`config.mk`:
```
export PLATFORM = sky130hd
export DESIGN_NAME = train_route_sequencer
export DESIGN_NICKNAME = d
export VERILOG_FILES = /design/src/rtl/train_route_sequencer.sv
export SDC_FILE = /design/constraint.sdc
export NUM_CORES = 1
export LEC_CHECK = 0
export ABC_AREA = 1
export CORE_ASPECT_RATIO = 1.25
export CORE_MARGIN = 2
export CORE_UTILIZATION = 60
export DETAILED_ROUTE_END_ITERATION = 10
export PLACE_DENSITY = 0.83
export SETUP_SLACK_MARGIN = 0.4
export SKIP_CTS_REPAIR_TIMING = 1
export SYNTH_ARGS = -nofsm -noshare
export SYNTH_HDL_FRONTEND = slang
export SYNTH_SLANG_ARGS = --single-unit
```
`constraint.sdc`:
```
create_clock -name CLK -period 4.5 [get_ports CLK]
set_clock_uncertainty 0.1 [all_clocks]
set_input_delay 0.9 -clock CLK [delete_from_list [all_inputs] [get_ports CLK]]
set_output_delay 0.9 -clock CLK [all_outputs]
set_load 0.005 [all_outputs]
```
`src/rtl/train_route_sequencer.sv`:
```
// Route phase sequencer: steps Selector through 16 phases, debounces Y to advance,
// drives the TIMER dwell flag for timed phases and latches a watchdog fault.
module train_route_sequencer #(
    parameter int unsigned DWELL_CYCLES = 50_000_000,
    parameter int unsigned DEBOUNCE     = 4,
    parameter int unsigned TIMEOUT      = 500_000_000
) (
    input  logic       CLK,
    input  logic       RESET,
    input  logic       Start,
    input  logic       Stop,
    input  logic       Fault_Clr,
    input  logic       Y,
    output logic [3:0] Selector,
    output logic       Enable,
    output logic       TIMER,
    output logic       Phase_Done,
    output logic       Lap,
    output logic       Busy,
    output logic       Fault
);

    typedef enum logic [2:0] {
        S_IDLE,
        S_ARM,
        S_WAIT,
        S_ADVANCE,
        S_FAULT
    } state_t;

    localparam logic [31:0] DWELL_LAST   = 32'(DWELL_CYCLES - 1);
    localparam logic [31:0] TIMEOUT_LAST = 32'(TIMEOUT - 1);
    localparam logic [7:0]  DEB_LIMIT    = 8'(DEBOUNCE);

    state_t      state_q, state_d;
    logic [3:0]  selector_q, selector_d;
    logic        enable_q, enable_d;
    logic        timer_q, timer_d;
    logic        phase_done_q, phase_done_d;
    logic        lap_q, lap_d;
    logic        busy_q, busy_d;
    logic        fault_q, fault_d;
    logic [31:0] dwell_q, dwell_d;
    logic [7:0]  deb_q, deb_d;
    logic [31:0] wd_q, wd_d;

    logic        timed_phase;
    logic        wd_expire;
    logic        deb_done;
    logic [7:0]  deb_inc;

    assign timed_phase = (selector_q >= 4'd2) && (selector_q <= 4'd5);
    assign deb_inc     = deb_q + 8'd1;

    // All *_d values describe the state being entered, so outputs stay registered.
    always_comb begin
        state_d      = state_q;
        selector_d   = selector_q;
        enable_d     = 1'b0;
        timer_d      = 1'b0;
        phase_done_d = 1'b0;
        lap_d        = 1'b0;
        busy_d       = 1'b0;
        fault_d      = 1'b0;
        dwell_d      = dwell_q;
        deb_d        = deb_q;
        wd_d         = wd_q;
        wd_expire    = 1'b0;
        deb_done     = 1'b0;

        case (state_q)
            S_IDLE: begin
                selector_d = 4'd0;
                dwell_d    = '0;
                deb_d      = '0;
                wd_d       = '0;
                if (Start) begin
                    state_d  = S_ARM;
                    enable_d = 1'b1;
                    busy_d   = 1'b1;
                end
            end
            S_ARM: begin
                dwell_d = '0;
                deb_d   = '0;
                wd_d    = '0;
                busy_d  = 1'b1;
                state_d = S_WAIT;
            end
            S_WAIT: begin
                busy_d   = 1'b1;
                deb_d    = Y ? deb_inc : 8'd0;
                deb_done = Y && (deb_inc == DEB_LIMIT);
                if (timed_phase) begin
                    dwell_d = dwell_q + 32'd1;
                    timer_d = timer_q | (dwell_q == DWELL_LAST);
                end else begin
                    wd_d      = wd_q + 32'd1;
                    wd_expire = (wd_q == TIMEOUT_LAST);
                end
                if (wd_expire) begin
                    state_d = S_FAULT;
                    fault_d = 1'b1;
                    busy_d  = 1'b0;
                    timer_d = 1'b0;
                end else if (deb_done) begin
                    state_d      = S_ADVANCE;
                    phase_done_d = 1'b1;
                    lap_d        = (selector_q == 4'd15);
                end
            end
            S_ADVANCE: begin
                state_d    = S_ARM;
                selector_d = selector_q + 4'd1;
                enable_d   = 1'b1;
                busy_d     = 1'b1;
            end
            S_FAULT: begin
                fault_d = 1'b1;
                if (Fault_Clr) begin
                    state_d    = S_IDLE;
                    fault_d    = 1'b0;
                    selector_d = 4'd0;
                end
            end
            default: begin
                state_d    = S_IDLE;
                selector_d = 4'd0;
            end
        endcase

        // Stop outranks everything but FAULT; in IDLE it also masks Start.
        if (Stop && (state_q != S_FAULT)) begin
            state_d      = S_IDLE;
            selector_d   = 4'd0;
            enable_d     = 1'b0;
            timer_d      = 1'b0;
            phase_done_d = 1'b0;
            lap_d        = 1'b0;
            busy_d       = 1'b0;
            fault_d      = 1'b0;
            dwell_d      = '0;
            deb_d        = '0;
            wd_d         = '0;
        end
    end

    always_ff @(posedge CLK) begin
        if (RESET) begin
            state_q      <= S_IDLE;
            selector_q   <= '0;
            enable_q     <= 1'b0;
            timer_q      <= 1'b0;
            phase_done_q <= 1'b0;
            lap_q        <= 1'b0;
            busy_q       <= 1'b0;
            fault_q      <= 1'b0;
            dwell_q      <= '0;
            deb_q        <= '0;
            wd_q         <= '0;
        end else begin
            state_q      <= state_d;
            selector_q   <= selector_d;
            enable_q     <= enable_d;
            timer_q      <= timer_d;
            phase_done_q <= phase_done_d;
            lap_q        <= lap_d;
            busy_q       <= busy_d;
            fault_q      <= fault_d;
            dwell_q      <= dwell_d;
            deb_q        <= deb_d;
            wd_q         <= wd_d;
        end
    end

    assign Selector   = selector_q;
    assign Enable     = enable_q;
    assign TIMER      = timer_q;
    assign Phase_Done = phase_done_q;
    assign Lap        = lap_q;
    assign Busy       = busy_q;
    assign Fault      = fault_q;

endmodule

```
==> impl_metrics.csv <==
group,metric,value,unit
logic_synthesis,synth.distinct_cells,32,
placed_design,gp_congestion,0.992,
layout,n_fill_cell,754,
worst_setup_path,crit_end,"dwell_q[17]$_SDFFE_PP0P_",
logic_synthesis,synth_top_cells_by_area,"dfxtp_1 (34%), nand2_1 (22%), nor2_1 (12%)",
timing,slew_violations,0,
worst_setup_path,cp_common_cell,"inv_1",
floorplan,rows,37,
logic_synthesis,syn_avg_cell_area,5.88,sq um
logic_synthesis,synth_top_family_by_area,"simple AND/OR/NAND/NOR gates",
detailed_routing,vias_per_cell,5.55,
detailed_routing,drc_errors,0,
worst_setup_path,crit_path_start_kind,"primary input",
layout,final_core_util,66.4,%
global_route,grt.overflow.total,0,
logic_synthesis,syn_nets,869,
detailed_routing,wl,12700,microns
layout,syn_to_final_growth,8.16,%
detailed_routing,final_antenna_net_count,0,
timing,fin_crit,2980,ps
logic_synthesis,async_reset_ff_share,0,%
worst_setup_path,critical_path_class,"primary input to register",
logic_synthesis,synth_compound_area_share,9.33,%
worst_setup_path,r2r_start,"state_q[1]$_SDFFE_PP0P_",
logic_synthesis,synth-xor-area-share,0.870,%
layout,drive_above_1_share,3.44,%
worst_setup_path,reg2reg_depth,7,
clocking,htreeDepth,3,
timing,post-route-period-util,66.2,%
clocking,clkTransAtPathRegs,100,ps
placed_design,dpl.cell_count,952,
detailed_routing,post_drt_wl_per_cell,13.1,microns
floorplan,die-area,9140,sq um
worst_setup_path,r2r_end,"dwell_q[10]$_SDFFE_PP0P_",
timing,final-setup-viol-count,0,
clocking,cts.sinks,85,
timing,fin_setup_tns,0,ps
worst_hold_path,hp-class,"register to register",
layout,nets,879,
global_route,grt_pass1_vias,4971,
floorplan,start_util,61.4,%
logic_synthesis,synthCells,856,
logic_synthesis,synthMuxAreaShare,0,%
detailed_routing,drtIter0Drc,348,
logic_synthesis,synthAdderAreaFrac,1.74,%
global_route,track_usage,29.1,%
detailed_routing,vias,5369,
logic_synthesis,ys.warnings.count,0,
power_and_ir_drop,ir_drop,0.153,mV
timing,hold_viol_final,0,
layout,instances_no_fill,968,
logic_synthesis,synth_simple_gate_area_share,45.2,%
timing,relSlewSlack,31.7,%
floorplan,die_w,85.9,microns
global_route,antenna_found_initial,0,
layout,antenna_cells,0,
clocking,cts_buffer_depth,2,
floorplan,core-area,8190,sq um
worst_setup_path,max_stage_delay,570,ps
job,drv_cap,0,
timing,tightest_slew,1020,ps
global_route,grt_start_max_net_pins,47,
worst_setup_path,reg2reg_slack,1680,ps
placed_design,dp_hpwl,9420,microns
logic_synthesis,synth_top_area_share,33.8,%
logic_synthesis,synth_edf_count,0,
logic_synthesis,synth_area,5030,sq um
logic_synthesis,synth.ff_latch_count,85,
power_and_ir_drop,p_leak,1.83,nW
clocking,insertion_delay,370,ps
logic_synthesis,synth.largest_area_cell,"dfxtp_1",
logic_synthesis,ys_seq_area_share,33.8,%
detailed_routing,dr.pass1.iters,5,
logic_synthesis,synthTopCellsByCount,"nand2_1 (290), nor2_1 (162), inv_1 (95), dfxtp_1 (85), a21oi_1 (58)",
timing,timing.hold.ws,380,ps
worst_setup_path,critPathLaunch,"Stop",
worst_setup_path,crit_slowest_cell,"nor2_2",
logic_synthesis,post-synth-top-count-cell,"nand2_1",
floorplan,pin_count,16,
clocking,numCtsBuffers,9,
floorplan,die-height,106,microns
outcome,status,"complete, no violations",
power_and_ir_drop,power.density,254,nW/um^2
worst_setup_path,required,4730,ps
clocking,cts_tree,"done",
timing,max_freq,335,MHz
worst_setup_path,critical_path.cell_chain,"clkdlybuf4s50_1 -> nand2_1 -> inv_1 -> nor2_4 -> inv_2 -> nor2_2 -> buf_4 -> inv_1 -> a21oi_1 -> o21a_1",
global_route,grt_pass1_wl,21600,microns
worst_setup_path,end_kind,"register",
timing,grt_setup_unrepaired,"false",
worst_setup_path,worstPathArrival,3210,ps
clocking,cts_root_buffer,"clkbuf_8",
worst_setup_path,worst-path-max-fanout,46,
logic_synthesis,synth-main-ff-cell,"dfxtp_1",
placed_design,portBuffers,15,
per-stage QoR:
step | instance area [sq um] | power [mW] | setup WS (ps)
after floorplan | 5030 | 0.799 | 2560
after global placement | 5240 | 0.812 | 1240
after detailed placement | 5240 | 0.813 | 1160
after CTS | 5440 | 1.38 | 1530
after global routing | 5440 | 1.42 | 1260
final | 5440 | 1.38 | 1520
worst min path at each step:
| stage | startpoint | to | slack, ps | depth (start not counted) |
|---|---|---|---|---|
| after CTS | dwell_q[4]$_SDFFE_PP0P_ | dwell_q[4]$_SDFFE_PP0P_ | 380 | 2 |
| after global routing | dwell_q[5]$_SDFFE_PP0P_ | dwell_q[5]$_SDFFE_PP0P_ | 410 | 2 |
| after global placement | dwell_q[4]$_SDFFE_PP0P_ | dwell_q[4]$_SDFFE_PP0P_ | 350 | 2 |
| final | dwell_q[4]$_SDFFE_PP0P_ | dwell_q[4]$_SDFFE_PP0P_ | 380 | 2 |
| after floorplan | dwell_q[4]$_SDFFE_PP0P_ | dwell_q[4]$_SDFFE_PP0P_ | 340 | 2 |
| after detailed placement | dwell_q[4]$_SDFFE_PP0P_ | dwell_q[4]$_SDFFE_PP0P_ | 360 | 2 |
sequential cells by signal (all words and copies together), names as in the netlist:
register,cells
Busy,1
Fault,1
wd_q,32
state_q,3
deb_q,8
Phase_Done,1
TIMER,1
Enable,1
Selector,4
dwell_q,32
Lap,1
layout make-up:
cell class | instances | area (sq um) | area share (%)
multi-input cells | 654 | 2880 | 52.9
clock buffers | 9 | 124 | 2.28
flip-flops and latches | 85 | 1700 | 31.3
repair buffers | 17 | 165 | 3.04
inverters | 99 | 372 | 6.83
clock inverters | 7 | 81.3 | 1.49
well taps | 97 | 121 | 2.23
placed cells by master, fill, tap and decap left out:
master / count
a211oi_1: 1
a21oi_1: 58
a32oi_1: 1
and3_1: 1
buf_4: 2
bufinv_16: 1
clkbuf_8: 9
clkdlybuf4s50_1: 15
clkinv_2: 1
clkinv_4: 1
dfxtp_1: 85
ha_1: 7
inv_1: 95
inv_2: 4
inv_6: 3
inv_8: 1
nand2_1: 290
nand3_1: 45
nand3b_1: 3
nand4_1: 32
nor2_1: 161
nor2_2: 3
nor2_4: 1
nor3_1: 10
nor3_4: 1
nor3b_1: 1
nor4_1: 1
o21a_1: 2
o21ai_0: 22
o21ai_1: 3
o21bai_1: 2
o31ai_1: 1
or2_2: 3
xnor2_1: 1
xor2_1: 4
worst max-delay path, delay by kind of cell:
family          cells  cell delay [ps]
compound gates      2              250
buf+inv             5             1220
simple gates        3              800
power by group:
group	total, mW	internal, mW	switching, mW	leakage, nW
Combinational	0.0406	0.0113	0.0293	1.04
Sequential	0.755	0.753	0.00149	0.685
Clock	0.586	0.267	0.319	0.107
layer usage:
layer  routed length [microns]  global-route usage (%)  vias up  part of all wire [%]
li1                          -                       -     2734                     -
met1                      5160                    33.6     2419                    41
met2                      6430                    50.3      172                    51
met3                       623                    4.97       44                   4.9
met4                       461                    15.9        0                   3.6
met5                         0                       0        -                     0
cell families (layout without fill, tap and decap cells):
group / Yosys count / after routing
AOI/OAI and AO/OA: 90 / 90
xor gates and xnor gates: 5 / 5
adders and majority gates: 7 / 7
buffers and inverters: 117 / 132
DFF: 85 / 85
and+or+nand+nor: 552 / 552
Note: power is estimated with default switching activity, not from simulation.
